===== src/rtl/id_ex_stage.sv =====
// ID/EX pipeline register for the 5-stage MIPS datapath with load-use hazard
// detection, branch-flush squash and a saturating bubble counter.
module id_ex_stage #(
  parameter int unsigned DATA_W = 32,
  parameter int unsigned REG_W  = 5,
  parameter int unsigned CNT_W  = 16
) (
  input  logic              clk,
  input  logic              rst,
  input  logic [1:0]        ctlwb_in,
  input  logic [2:0]        ctlm_in,
  input  logic [3:0]        ctlex_in,
  input  logic [DATA_W-1:0] npc_in,
  input  logic [DATA_W-1:0] readdat1_in,
  input  logic [DATA_W-1:0] readdat2_in,
  input  logic [DATA_W-1:0] signext_in,
  input  logic [REG_W-1:0]  rs_in,
  input  logic [REG_W-1:0]  rt_in,
  input  logic [REG_W-1:0]  rd_in,
  input  logic              flush,
  output logic [1:0]        wb_ctlout,
  output logic [2:0]        m_ctlout,
  output logic [3:0]        ex_ctlout,
  output logic [DATA_W-1:0] npc_out,
  output logic [DATA_W-1:0] readdat1_out,
  output logic [DATA_W-1:0] readdat2_out,
  output logic [DATA_W-1:0] signext_out,
  output logic [REG_W-1:0]  rt_out,
  output logic [REG_W-1:0]  rd_out,
  output logic              valid_out,
  output logic              stall,
  output logic [CNT_W-1:0]  bubble_cnt
);

  logic [1:0]        wb_ctl_q,   wb_ctl_d;
  logic [2:0]        m_ctl_q,    m_ctl_d;
  logic [3:0]        ex_ctl_q,   ex_ctl_d;
  logic [DATA_W-1:0] npc_q,      npc_d;
  logic [DATA_W-1:0] readdat1_q, readdat1_d;
  logic [DATA_W-1:0] readdat2_q, readdat2_d;
  logic [DATA_W-1:0] signext_q,  signext_d;
  logic [REG_W-1:0]  rt_q,       rt_d;
  logic [REG_W-1:0]  rd_q,       rd_d;
  logic              valid_q,    valid_d;
  logic [CNT_W-1:0]  bubble_cnt_q, bubble_cnt_d;

  logic hazard;
  logic load_bubble;

  // Load in EX whose destination (never $0) is a source of the ID instruction.
  always_comb begin
    hazard = m_ctl_q[1] & valid_q & (rt_q != '0) &
             ((rt_q == rs_in) | (rt_q == rt_in));
  end

  always_comb begin
    stall       = hazard & ~flush;
    load_bubble = flush | hazard;
  end

  always_comb begin
    npc_d        = npc_in;
    readdat1_d   = readdat1_in;
    readdat2_d   = readdat2_in;
    signext_d    = signext_in;
    rt_d         = rt_in;
    rd_d         = rd_in;
    wb_ctl_d     = ctlwb_in;
    m_ctl_d      = ctlm_in;
    ex_ctl_d     = ctlex_in;
    valid_d      = 1'b1;
    bubble_cnt_d = bubble_cnt_q;
    if (load_bubble) begin
      wb_ctl_d = '0;
      m_ctl_d  = '0;
      ex_ctl_d = '0;
      valid_d  = 1'b0;
      if (bubble_cnt_q != '1) begin
        bubble_cnt_d = bubble_cnt_q + CNT_W'(1);
      end
    end
  end

  always_ff @(posedge clk) begin
    if (rst) begin
      wb_ctl_q     <= '0;
      m_ctl_q      <= '0;
      ex_ctl_q     <= '0;
      npc_q        <= '0;
      readdat1_q   <= '0;
      readdat2_q   <= '0;
      signext_q    <= '0;
      rt_q         <= '0;
      rd_q         <= '0;
      valid_q      <= 1'b0;
      bubble_cnt_q <= '0;
    end else begin
      wb_ctl_q     <= wb_ctl_d;
      m_ctl_q      <= m_ctl_d;
      ex_ctl_q     <= ex_ctl_d;
      npc_q        <= npc_d;
      readdat1_q   <= readdat1_d;
      readdat2_q   <= readdat2_d;
      signext_q    <= signext_d;
      rt_q         <= rt_d;
      rd_q         <= rd_d;
      valid_q      <= valid_d;
      bubble_cnt_q <= bubble_cnt_d;
    end
  end

  always_comb begin
    wb_ctlout    = wb_ctl_q;
    m_ctlout     = m_ctl_q;
    ex_ctlout    = ex_ctl_q;
    npc_out      = npc_q;
    readdat1_out = readdat1_q;
    readdat2_out = readdat2_q;
    signext_out  = signext_q;
    rt_out       = rt_q;
    rd_out       = rd_q;
    valid_out    = valid_q;
    bubble_cnt   = bubble_cnt_q;
  end

endmodule


===== config.mk =====
export PLATFORM = sky130hd
export DESIGN_NAME = id_ex_stage
export DESIGN_NICKNAME = d
export VERILOG_FILES = /design/src/rtl/id_ex_stage.sv
export SDC_FILE = /design/constraint.sdc
export NUM_CORES = 1
export LEC_CHECK = 0
export ABC_AREA = 1
export ABC_CLOCK_PERIOD_IN_PS = 2100
export BUFFER_PORTS_ARGS = -buffer_cell sky130_fd_sc_hd__buf_2
export CAP_MARGIN = 20
export CORE_ASPECT_RATIO = 0.9
export CORE_MARGIN = 10
export CORE_UTILIZATION = 46
export DETAILED_ROUTE_END_ITERATION = 10
export HOLD_SLACK_MARGIN = 0.08
export PLACE_DENSITY = 0.92
export SLEW_MARGIN = 20
export SYNTH_ARGS = -nofsm -noshare
export SYNTH_HDL_FRONTEND = slang
export SYNTH_SLANG_ARGS = --single-unit

===== constraint.sdc =====
create_clock -name clk -period 2.1 [get_ports clk]
set_input_delay 0.105 -clock clk [delete_from_list [all_inputs] [get_ports clk]]
set_output_delay 0.105 -clock clk [all_outputs]
set_load 0.01 [all_outputs]

# Word-level counts from Yosys, hierarchy flattened
# Index checks and enable logic that the tools add are counted.
# totals
ff_bits	164
out_inout_bits	165
elab_cells	26
# op_classes
n_addsub	1
n_eq_ne	3
muxes	1
bitwise	7
n_reduce_logical	3
# op_table
operator	count
$add A16 B1 Y16 const B	1
$ne A16 B16 Y1 const B	1
$eq A5 B5 Y1	2
$reduce_bool A5 Y1	1
$and A1 B1 Y1	4
$or A1 B1 Y1	2
$reduce_and A2 Y1	1
$reduce_or A2 Y1	1
$mux W1	1
$not A1 Y1	1

# Longest topological paths before layout
# logic_depth
depth_word	5
mapped_depth	12
ltp_nobuf	11

# Least setup slack after synthesis
# No wires, ideal clock.
# synth_path
path_kind	reg2reg
startpoint	reg bubble_cnt_q[0] (netlist: bubble_cnt[0])
endpoint	reg bubble_cnt_q[10] (netlist: bubble_cnt[10])
setup_time_ns	0.115
t_arrival_ns	1.396
required_ns	1.985
path_slack_ns	0.589
stages_incl_launch_ff	8
path_buffers	0
period_less_slack_ns	1.511
path_cell_list	dfxtp_1 -> ha_1 -> nand3_2 -> nor2_4 -> nand4_4 -> and3_1 -> a21oi_1 -> nor2_1
# synth_via
elab_chain_cells	2
# synth_rtl
item	line_no	rtl
start, declared	45	logic [CNT_W-1:0] bubble_cnt_q, bubble_cnt_d;
start signal, assigned	108	bubble_cnt_q <= bubble_cnt_d;
branches (longest 2 deep; another with $add A16 B1 Y16)	--	
# Parallel ways; which one is timed is not known.
# A chain may end at the register's enable or synchronous reset.

# Worst setup path after layout
# layout_path
startpoint	reg rt_q[4] (netlist: rt_out[4])
endpoint	out stall
# layout_via
elab_chain_cells	4
# layout_rtl
item	line_no	rtl
start, declared	42	logic [REG_W-1:0] rt_q, rt_d;
start signal, assigned	105	rt_q <= rt_d;
$eq A5 B5 Y1 or $reduce_bool A5 Y1 (tied branches)	53, 52	
$or A1 B1 Y1 or $and A1 B1 Y1 (tied branches)	53, 52	
$and A1 B1 Y1 *	52	hazard = m_ctl_q[1] & valid_q & (rt_q != '0) &
$and A1 B1 Y1 *	57	stall = hazard & ~flush;
end, declared	31	output logic stall,
# Every way passes the cells marked *; elsewhere a longest branch is shown, timed or not.

==> impl_results.md <==
- Status: completed
- # fillers: 597
- Total Routed Length: 24700 µm
- Avg Inst Size Synth: 8.20 µm²
- First-pass GRT wire length: 35700 µm
- Synth Instances: 643
- TritonRoute pass-1 iters: 5
- Die W: 133 µm
- Seq. cell area: 0.00328 mm²
- DR vias: 6147
- Share of cells above drive strength 1: 32.4%
- Post-route cell area: 0.00907 mm²
- Core area: 0.0113 mm²
- Nature of the critical path endpoint: output pin
- Static Leak: 5.19 nW
- Initial drt markers: 467
- Num ports: 320
- Area of the multi-input gates: 0.00124 mm²
- Worst skew pair latency: 0.42 ns
- Mapped cell area: 0.00527 mm²
- Fin nets: 1266
- Final core utilization: 80.0%
- Rel. slew slack: 56.0%
- Largest net degree at the start of global routing: 139
- Syn nets: 799
- Place WS: 0.499 ns
- Largest fanout on the critical path: 4
- EDFF count, synth: 0
- TritonCTS Buffers: 17
- WP data arrival: 1.68 ns
- Period utilisation layout: 85.0%
- Minimum clock period: 1.79 ns
- Clock Pin Slew Worst Setup and Hold Paths: 0.06 ns
- Prevailing post-synth register cell: dfxtp_1
- Setup violations, final: 0
- Max Clock Skew: 0.00752 ns
- Cell accounting for the most synthesized area: dfxtp_1
- Clock Root Buffer: clkbuf_16
- Worst setup path class: reg -> out
- PostCTS Resize Cnt: 0
- Post-CTS setup repair buffer count: 0
- Die height: 122 µm
- Clock Path Buffers: 2
- Synth Register Bits: 164
- Drt wl/cell: 19.3 µm
- FMAX: 560 MHz
- H-tree depth: 4
- RSZ-0062 raised after global routing: false
- Dpl cell area: 0.00698 mm²
- Post-DP HPWL: 13000 µm
- DRT antenna net count: 0
- Max-cap violations: 0
- Worst VDD drop: 0.497 mV
- Fin. max-slew vios: 0
- CTS tree: built
- Tightest Hold Check Type: in -> reg
- Die ar.: 0.0161 mm²
- Synth area leaders: dfxtp_1 62%, nor2_1 13%, inv_1 12%
- Clock Sinks: 164
- Final setup margin: 0.314 ns
- GRT Total Usage: 28.4%
- Row count: 37
- Cell Pwr Density: 823 mW/mm²
- Register area share after synthesis: 62.3%
- Drt drc: 0
- PortBufs: 319
- Critical Path Source Type: register
- Syn-to-layout area delta: 72.2%
- WP data required: 2.00 ns
- Ys async rst share: 0%
- GPL Wtd Cong: 0.849
- Antenna violations before repair: 4
- Post-synth top area share: 62.3%
- Syn. warnings: 0
- Vias in the first global route: 6395
- GRT overflow: 0
- Hold Vio Cnt, Final: 0
- Synth cell types: 22
- Starting Density: 46.5%
- Avg Vias per Cell: 4.79
- Setup TNS: 0 ns
- Total chip power: 7.46 mW
- Worst-Margin Slew: 0.660 ns
## cell families (layout without fill, tap and decap cells)
logic type / count (synthesis) / in the layout / share of synthesized area [%]
simple gates: 269 / 269 / 21.4
buf+inv: 191 / 671 / 14.2
compound gates: 16 / 16 / 1.52
other cells: 0 / 3 / 0
fa+ha+maj: 1 / 1 / 0.237
flops: 164 / 164 / 62.3
xor+xnor: 2 / 2 / 0.332
## metrics by stage
stage	hold WS (ns)	cells
2_1_floorplan	0.212	643
3_3_place_gp	0.303	1100
3_5_place_dp	0.310	1100
4_1_cts	0.117	1279
5_1_grt	0.176	1282
6_report	0.148	1282
## registers in the layout (all words and copies together), names as in the netlist
name	flops
wb_ctlout	2
ex_ctlout	4
valid_out	1
rd_out	5
readdat2_out	32
signext_out	32
npc_out	32
bubble_cnt	16
readdat1_out	32
m_ctlout	3
rt_out	5
## cells in the final DEF (no fill, tap or decap), types with 2 or more instances in the layout
cell,count
dlygate4sd3_1,147
nand2_2,2
clkinvlp_4,3
diode_2,3
nor2_4,3
clkbuf_8,3
bufinv_16,2
a21oi_1,16
buf_2,318
nor2_1,179
clkbuf_16,17
nand4_1,6
inv_6,4
clkinv_4,3
xnor2_1,2
inv_1,170
nand3_2,2
nand2_1,51
nand3_1,21
dfxtp_1,164
## where the power goes
group / total, mW / switching, mW / internal (mW)
Combinational: 0.929 / 0.470 / 0.459
Sequential: 3.33 / 0.0664 / 3.26
Clock: 3.20 / 1.33 / 1.87
## per-layer routing
metal	vias up	part of all wire (%)	GRT usage, %
li1	2764	-	-
met1	2816	31	25.5
met2	450	51	51.4
met3	115	12	12.6
met4	2	6.3	18.8
met5	-	0.032	0
## layout make-up
class | count | area share, %
flip-flops and latches | 164 | 36.2
repair buffers | 467 | 34.1
multi-input cells | 288 | 13.7
inverters | 172 | 7.12
clock buffers | 20 | 5.14
well taps | 156 | 2.15
clock inverters | 12 | 1.59
diodes | 3 | 0.0827
## timing repair
action,in CTS,in global routing
endpoints found under the setup margin,0,0
endpoints found under the hold margin,147,0
hold buffers,147,0
## synthesized netlist by cell type, types with 2 or more instances
master,instances
inv_1,170
xnor2_1,2
clkbuf_1,13
nand3_1,21
buf_1,2
nand3_2,2
nand2_1,51
nor2_1,179
a21oi_1,16
nor2_4,3
nand4_1,6
buf_6,4
dfxtp_1,164
nand2_2,2
## critical path, stage by stage, from the launching register on
cell and delay (ns):
dfxtp_1 0.40, inv_1 0.09, nand2_1 0.06, nand2_1 0.06, nor2_1 0.15, nand3_1 0.09
nand2_1 0.08, nand2_2 0.09, nor2_1 0.09, buf_2 0.15
## path summary, 6_finish.rpt
path                            cells past startpoint  slack [ns]            from        endpoint
worst max-delay path                                9        0.31       rt_out[4]           stall
worst max register to register                     11        0.38       rt_out[4]   bubble_cnt[6]
worst min-delay path                                4        0.15           flush    wb_ctlout[0]
worst min register to register                      2        0.57  bubble_cnt[12]  bubble_cnt[12]
Power figures use the tool's default switching activity.
